[src/rtl/cla_seq_adder.sv]
// Multi-cycle wide adder: one WIDTH-bit carry look-ahead slice reused over WORDS words, LSW first.
// Optional subtract support is enabled by defining CLA_SEQ_SUB_EN.
module cla_seq_adder #(
   parameter int WIDTH = 8,
   parameter int WORDS = 4
) (
   input  logic                   clk,
   input  logic                   rstN,
   input  logic                   inValid,
   output logic                   inReady,
   input  logic [WIDTH*WORDS-1:0] a,
   input  logic [WIDTH*WORDS-1:0] b,
   input  logic                   cIn,
`ifdef CLA_SEQ_SUB_EN
   input  logic                   sub,
`endif
   output logic                   outValid,
   input  logic                   outReady,
   output logic [WIDTH*WORDS-1:0] sum,
   output logic                   cOut,
   output logic                   ovf,
   output logic                   busy
);

   localparam int N    = WIDTH * WORDS;
   localparam int IDXW = (WORDS > 1) ? $clog2(WORDS) : 1;

   typedef enum logic [1:0] {
      S_IDLE = 2'd0,
      S_RUN  = 2'd1,
      S_DONE = 2'd2
   } state_t;

   state_t            state_q, state_d;
   logic [N-1:0]      a_q, b_q, sum_q, sum_d;
   logic [IDXW-1:0]   idx_q;
   logic              carry_q, cout_q, ovf_q;
   logic              accept_s, last_s;
   logic [N-1:0]      b_eff_s;
   logic              cin_eff_s;
   logic [WIDTH-1:0]  x_s, y_s, g_s, p_s, s_s;
   logic [WIDTH:0]    cc_s;

   assign accept_s = inValid && (state_q == S_IDLE);
   assign last_s   = (idx_q == IDXW'(WORDS - 1));

   // Operand conditioning at accept; subtraction is folded into B and the initial carry.
   always_comb begin
`ifdef CLA_SEQ_SUB_EN
      if (sub) begin
         b_eff_s   = ~b;
         cin_eff_s = 1'b1;
      end else begin
         b_eff_s   = b;
         cin_eff_s = cIn;
      end
`else
      b_eff_s   = b;
      cin_eff_s = cIn;
`endif
   end

   // Word select: pick the current operand words out of the latched operands.
   always_comb begin
      x_s = '0;
      y_s = '0;
      for (int w = 0; w < WORDS; w++) begin
         if (idx_q == IDXW'(w)) begin
            x_s = a_q[w*WIDTH +: WIDTH];
            y_s = b_q[w*WIDTH +: WIDTH];
         end else begin
            x_s = x_s;
            y_s = y_s;
         end
      end
   end

   // Carry look-ahead slice; cc_s[i] is the carry into bit i, cc_s[WIDTH] the slice carry-out.
   always_comb begin
      g_s     = x_s & y_s;
      p_s     = x_s ^ y_s;
      cc_s    = '0;
      cc_s[0] = carry_q;
      for (int i = 0; i < WIDTH; i++) begin
         cc_s[i+1] = g_s[i] | (p_s[i] & cc_s[i]);
      end
      s_s = p_s ^ cc_s[WIDTH-1:0];
   end

   // Result word merge: only the word selected by idx is replaced.
   always_comb begin
      sum_d = sum_q;
      for (int w = 0; w < WORDS; w++) begin
         if (idx_q == IDXW'(w)) begin
            sum_d[w*WIDTH +: WIDTH] = s_s;
         end else begin
            sum_d[w*WIDTH +: WIDTH] = sum_q[w*WIDTH +: WIDTH];
         end
      end
   end

   // FSM state register.
   always_ff @(posedge clk or negedge rstN) begin
      if (!rstN) begin
         state_q <= S_IDLE;
      end else begin
         state_q <= state_d;
      end
   end

   // FSM next-state logic.
   always_comb begin
      state_d = state_q;
      case (state_q)
         S_IDLE: begin
            if (inValid) state_d = S_RUN;
            else         state_d = S_IDLE;
         end
         S_RUN: begin
            if (last_s) state_d = S_DONE;
            else        state_d = S_RUN;
         end
         S_DONE: begin
            if (outReady) state_d = S_IDLE;
            else          state_d = S_DONE;
         end
         default: state_d = S_IDLE;
      endcase
   end

   // FSM output decode; these flags come straight from the state register.
   always_comb begin
      inReady  = 1'b0;
      outValid = 1'b0;
      busy     = 1'b0;
      case (state_q)
         S_IDLE: inReady = 1'b1;
         S_RUN:  busy    = 1'b1;
         S_DONE: begin
            outValid = 1'b1;
            busy     = 1'b1;
         end
         default: inReady = 1'b0;
      endcase
   end

   // Datapath registers: operand capture, per-word sum/carry update, final flags.
   always_ff @(posedge clk or negedge rstN) begin
      if (!rstN) begin
         a_q     <= '0;
         b_q     <= '0;
         sum_q   <= '0;
         carry_q <= 1'b0;
         idx_q   <= '0;
         cout_q  <= 1'b0;
         ovf_q   <= 1'b0;
      end else if (accept_s) begin
         a_q     <= a;
         b_q     <= b_eff_s;
         carry_q <= cin_eff_s;
         idx_q   <= '0;
      end else if (state_q == S_RUN) begin
         sum_q   <= sum_d;
         carry_q <= cc_s[WIDTH];
         if (last_s) begin
            idx_q  <= '0;
            cout_q <= cc_s[WIDTH];
            ovf_q  <= cc_s[WIDTH] ^ cc_s[WIDTH-1];
         end else begin
            idx_q  <= idx_q + IDXW'(1);
         end
      end
   end

   assign sum  = sum_q;
   assign cOut = cout_q;
   assign ovf  = ovf_q;

endmodule

[config.mk]
export PLATFORM = sky130hd
export DESIGN_NAME = cla_seq_adder
export DESIGN_NICKNAME = d
export VERILOG_FILES = /design/src/rtl/cla_seq_adder.sv
export SDC_FILE = /design/constraint.sdc
export NUM_CORES = 1
export LEC_CHECK = 0
export ABC_AREA = 1
export ABC_CLOCK_PERIOD_IN_PS = 6300
export BUFFER_PORTS_ARGS = -buffer_cell sky130_fd_sc_hd__clkbuf_2
export CAP_MARGIN = 20
export CELL_PAD_IN_SITES_DETAIL_PLACEMENT = 0
export CELL_PAD_IN_SITES_GLOBAL_PLACEMENT = 1
export CORE_ASPECT_RATIO = 1.75
export CORE_MARGIN = 5
export CORE_UTILIZATION = 43
export DETAILED_ROUTE_END_ITERATION = 7
export PLACE_DENSITY = 0.91
export SLEW_MARGIN = 25
export SYNTH_ARGS = -nofsm -noshare
export SYNTH_HDL_FRONTEND = slang
export SYNTH_SLANG_ARGS = --single-unit
[constraint.sdc]
create_clock -name clk -period 6.3 [get_ports clk]
set_clock_uncertainty 0.15 [all_clocks]
set_input_delay 0.63 -clock clk [delete_from_list [all_inputs] [get_ports clk]]
set_output_delay 0.63 -clock clk [all_outputs]
set_load 0.1 [all_outputs]
## After elaboration in Yosys (flattened, before gate mapping)

Cells that the tools add are included.

| operators by class | value |
|---|---|
| add/subtract/negate cells | 1 |
| equal/unequal tests | 5 |
| muxes and demuxes | 20 |
| bitwise operators | 21 |
| reductions and logical operators | 9 |

Operator list:

| cell | count |
|---|---|
| $mux W8 | 8 |
| $xor A8 B8 Y8 | 2 |
| $reduce_and A3 Y1 | 4 |
| $mux W2 | 5 |
| $and A1 B1 Y1 | 8 |
| $and A8 B8 Y8 | 1 |
| $or A1 B1 Y1 | 8 |
| $eq A2 B2 Y1 const B | 3 |
| $mux W1 | 6 |
| $pmux W2 S3 | 1 |
| $eq A2 B1 Y1 const B | 2 |
| $logic_not A2 Y1 | 2 |
| $add A2 B1 Y2 const B | 1 |
| $reduce_bool A2 Y1 | 1 |
| $reduce_or A2 Y1 | 1 |
| $logic_and A1 B1 Y1 | 1 |
| $not A1 Y1 | 1 |
| $xor A1 B1 Y1 | 1 |

| storage, ports and cells | value |
|---|---|
| register bits | 103 |
| input bits | 69 |
| output and inout bits | 37 |
| logic and storage cells | 67 |

## Longest topological paths before layout

| logic depth | value |
|---|---|
| depth in word-level cells | 24 |
| gate-level depth with buffers | 21 |
| mapped depth without buffers | 20 |

## Least setup slack after synthesis

OpenSTA, ideal clock, no wires.

| timing | value |
|---|---|
| path kind | register -> register |
| start point | register idx_q[0] |
| end point | register sum_q[15] (netlist: sum[15]) |
| setup time | 0.125 ns |
| data arrival time | 4.008 ns |
| data required time | 6.025 ns |
| path slack | 2.017 ns |
| stages on the path, launching flop included | 20 |
| path buffers | 2 |
| period minus slack after synthesis | 4.283 ns |
| cells stage by stage | dfrtp_1 inv_1 ha_1 buf_2 inv_2 buf_2 nand3_1 a21oi_1 fa_1 fa_1 fa_1 inv_1 fa_1 fa_1 fa_1 fa_1 inv_1 fa_1 nand2_1 nand2_1 |

| on the way | value |
|---|---|
| word-level cells in the longest chain between the ends | 21 |
| elaborated cells between the ends (all ways) | 30 |
| those cells by class | 3 x eq/ne; 8 x mux; 17 x bitwise; 2 x reduce/logical |

RTL lines:

| what | RTL line | source |
|---|---|---|
| start, declared | 36 | `logic [IDXW-1:0] idx_q;` |
| start signal, assigned | 170 | `idx_q <= idx_q + IDXW'(1);` |
| $logic_not A2 Y1 | 68 | `if (idx_q == IDXW'(w)) begin` |
| $mux W8 (4 in a row) | 68 |  |
| $xor A8 B8 Y8 | 81 | `p_s = x_s ^ y_s;` |
| $and A1 B1 Y1 | 85 | `cc_s[i+1] = g_s[i] \| (p_s[i] & cc_s[i]);` |
| $or A1 B1 Y1 | 85 |  |
| $and A1 B1 Y1 | 85 |  |
| $or A1 B1 Y1 | 85 |  |
| $and A1 B1 Y1 | 85 |  |
| [... 3 more ...] | - |  |
| $and A1 B1 Y1 | 85 |  |
| $or A1 B1 Y1 | 85 |  |
| $and A1 B1 Y1 | 85 |  |
| $or A1 B1 Y1 | 85 |  |
| $and A1 B1 Y1 | 85 |  |
| $or A1 B1 Y1 | 85 |  |
| $xor A8 B8 Y8 * | 87 | `s_s = p_s ^ cc_s[WIDTH-1:0];` |
| via s_s[7] | 41 | `logic [WIDTH-1:0] x_s, y_s, g_s, p_s, s_s;` |
| end signal, assigned | 163 | `sum_q <= sum_d;` |
| end, declared | 35 | `logic [N-1:0] a_q, b_q, sum_q, sum_d;` |

Mark *: on every way through the listed nets, which the timed path passes. The rest lies on a longest branch.
A chain may end at the register's enable or synchronous reset.

## Final worst setup path

| timing | value |
|---|---|
| start point | register idx_q[1] |
| end point | register sum_q[23] (netlist: sum[23]) |

Same word-level chain as after synthesis.

==> impl_metrics.csv <==
group,metric,value,unit
logic_synthesis,yosysSeqAreaShare,0.531,
placement,hpwl,9580,µm
detailed_routing,vias_per_cell,4.98,
detailed_routing,drt-total-wl,12600,µm
floorplan,start_util,0.437,
setup_path,cpMaxStageDelayCell,"ha_1",
detailed_routing,routed-via-count,4097,
finish,antennaDiodeCount,0,
logic_synthesis,yosysTopAreaCellShare,0.531,
timing,finalHoldViolCount,0,
detailed_routing,topRoutingLayerUsed,"met4",
logic_synthesis,synth_top_area_cell,"dfrtp_1",
cts,path_clk_slew,0.07,ns
logic_synthesis,ys_warn_count,0,
cts,cts-buffers-inserted,9,
job,maxCapViolCount,0,
setup_path,worstPathRequired,6.38,ns
setup_path,crit_arrival,5.09,ns
finish,nets,771,
logic_synthesis,synth_edf_count,0,
timing,setup_viol,0,
logic_synthesis,synth.most_common_cell,"nand2_1",
floorplan,die_x,90.3,µm
timing,fmax,199,MHz
setup_path,startpoint_type,"flop",
floorplan,die_area,13600,µm²
setup_path,worstPathMaxFanout,23,
logic_synthesis,synth_cell_type_count,24,
detailed_routing,met3_length,595,µm
cts,clock_path_buffers,2,
timing,fin_tns_setup,0,ns
timing,rsz0062_at_grt,"no",
timing,drv_slew,0,
timing,min_period,5.02,ns
timing,worstMarginPinSlew,0.809,ns
global_routing,gr-total-overflow,0,
detailed_routing,wire_per_inst,15.3,µm
cts,cts_sinks,103,
setup_path,max_stage_delay,0.57,ns
global_routing,grt_pass1_wl,20500,µm
floorplan,core-area,11100,µm²
cts,cts_hold_buffers,0,
setup_path,endpoint_kind,"flop",
global_routing,grt_pass1_vias,4209,
status,outcome,"finished clean",
detailed_routing,post-route-drc-count,0,
finish,drive_above_1_share,0.198,
cts,root_buffer,"clkbuf_16",
cts,clk_latency,0.34,ns
timing,max-slew-margin-rel,0.460,
logic_synthesis,ys_seq_elements,103,
detailed_routing,antenna_left,0,
detailed_routing,drt_iter0_markers,176,
min_path,min_path_type,"primary input to asynchronous set/reset pin",
floorplan,row_count,51,
logic_synthesis,synth_ff_type,"dfrtp_1",
cts,cts_resized,0,
cts,postCtsSetupBuffers,0,
global_routing,grt_max_degree,60,
logic_synthesis,synth_area,4860,µm²
logic_synthesis,syn_avg_cell_area,8.13,µm²
logic_synthesis,synthTopCellsByArea,"dfrtp_1 53%, nand2_1 24%, fa_1 3.3%, o21ai_0 3.1%, a21oi_1 2.6%",
detailed_routing,wl_met2,6600,µm
logic_synthesis,async_flop_share,1.00,
floorplan,die_h,151,µm
detailed_routing,dr.pass1.iters,4,
timing,fin_crit_sh,0.796,
logic_synthesis,syn_inst,597,
logic_synthesis,synthTopCellsByCount,"305 x nand2_1, 103 x dfrtp_1, 30 x o21ai_0",
floorplan,ios,106,
cts,cts_max_level,3,
finish,fillers,1094,
global_routing,antenna_found_initial,0,
logic_synthesis,synth_fp_nets,682,
setup_path,path_class,"flop to flop",
placement,gp_congestion,0.865,
detailed_routing,wl_met1,4860,µm
placement,portBuffers,105,
setup_path,crit_chain,"inv_1 > ha_1 > inv_2 > nand2_1 > nand3_1 > a21oi_1 > fa_1 > fa_1 > fa_1 > inv_1 > fa_1 > fa_1 > fa_1 > fa_1 > inv_1 > fa_1 > nand2_1 > nand2_1",
setup_path,crit_top_cell,"fa_1",
global_routing,grt.total_usage,0.191,
cts,tritoncts,"built",
finish,syn2layout_area_growth,17.9,%
-- worst max-delay path, delay by kind of cell, from the launching register on --
family / cells / cell delay [ns]
adders and majority gates: 9 / 3.19
AOI/OAI and AO/OA: 1 / 0.19
buffers and inverters: 4 / 0.56
DFF: 1 / 0.42
and+or+nand+nor: 4 / 0.38
-- flip-flops by register name, indices dropped and copies added (netlist names) --
signal and count:
a_q 32, b_q 32, cOut 1, carry_q 1, idx_q 2, ovf 1, state_q 2, sum 32
-- layer usage --
metal  track usage  vias up
li1              -     2021
met1         0.219     1920
met2         0.339      129
met3        0.0350       27
met4        0.0984        0
met5             0        -
-- cells by family after synthesis --
family	Yosys count	synth area share
simple gates	350	0.282
flops	103	0.531
compound gates	69	0.0732
buf+inv	58	0.0582
fa+ha+maj	16	0.0536
xor+xnor	1	0.00180
-- stage by stage --
stage | setup WS (ns) | instance area [µm²] | util | hold slack (ns) | instances
global placement | 1.53 | 5390 | 0.486 | 0.316 | 807
finish | 1.28 | 5720 | 0.515 | 0.134 | 823
detailed placement | 1.36 | 5390 | 0.486 | 0.316 | 807
global route | 0.979 | 5720 | 0.515 | 0.198 | 823
CTS | 1.31 | 5720 | 0.515 | 0.165 | 823
floorplan | 2.02 | 4860 | - | 0.184 | 597
-- final cells by class --
type                       count  area, µm²  area share
sequential                   103       2580       0.450
multi-input combinational    436       2000       0.349
timing repair buffer         108        551      0.0962
clock buffer                  14        294      0.0514
tap                          132        165      0.0289
inverter                      28        105      0.0184
clock inverter                 2       35.0     0.00612
-- path summary, 6_finish.rpt --
check	cells past startpoint	to	slack (ns)	from
worst min-delay path	1	b_q[11]	0.13	rstN
worst max register to register	18	sum[23]	1.28	idx_q[1]
min in group clk	3	a_q[3]	0.33	a[3]
worst max-delay path	18	sum[23]	1.28	idx_q[1]
max in group asynchronous	2	b_q[27]	4.72	rstN
worst min register to register	2	b_q[23]	0.33	b_q[23]
-- placed cells by master, fill, tap and decap left out, drive strengths merged, types with 8 or more instances in the layout --
master	instances
o21ai	40
ha	8
nand3	16
nand2	307
clkbuf	118
a21oi	25
dfrtp	103
fa	8
nor2	23
inv	28
Power is not shown: default switching activity piles up to over one toggle a cycle in this logic, so the estimate is an artifact.
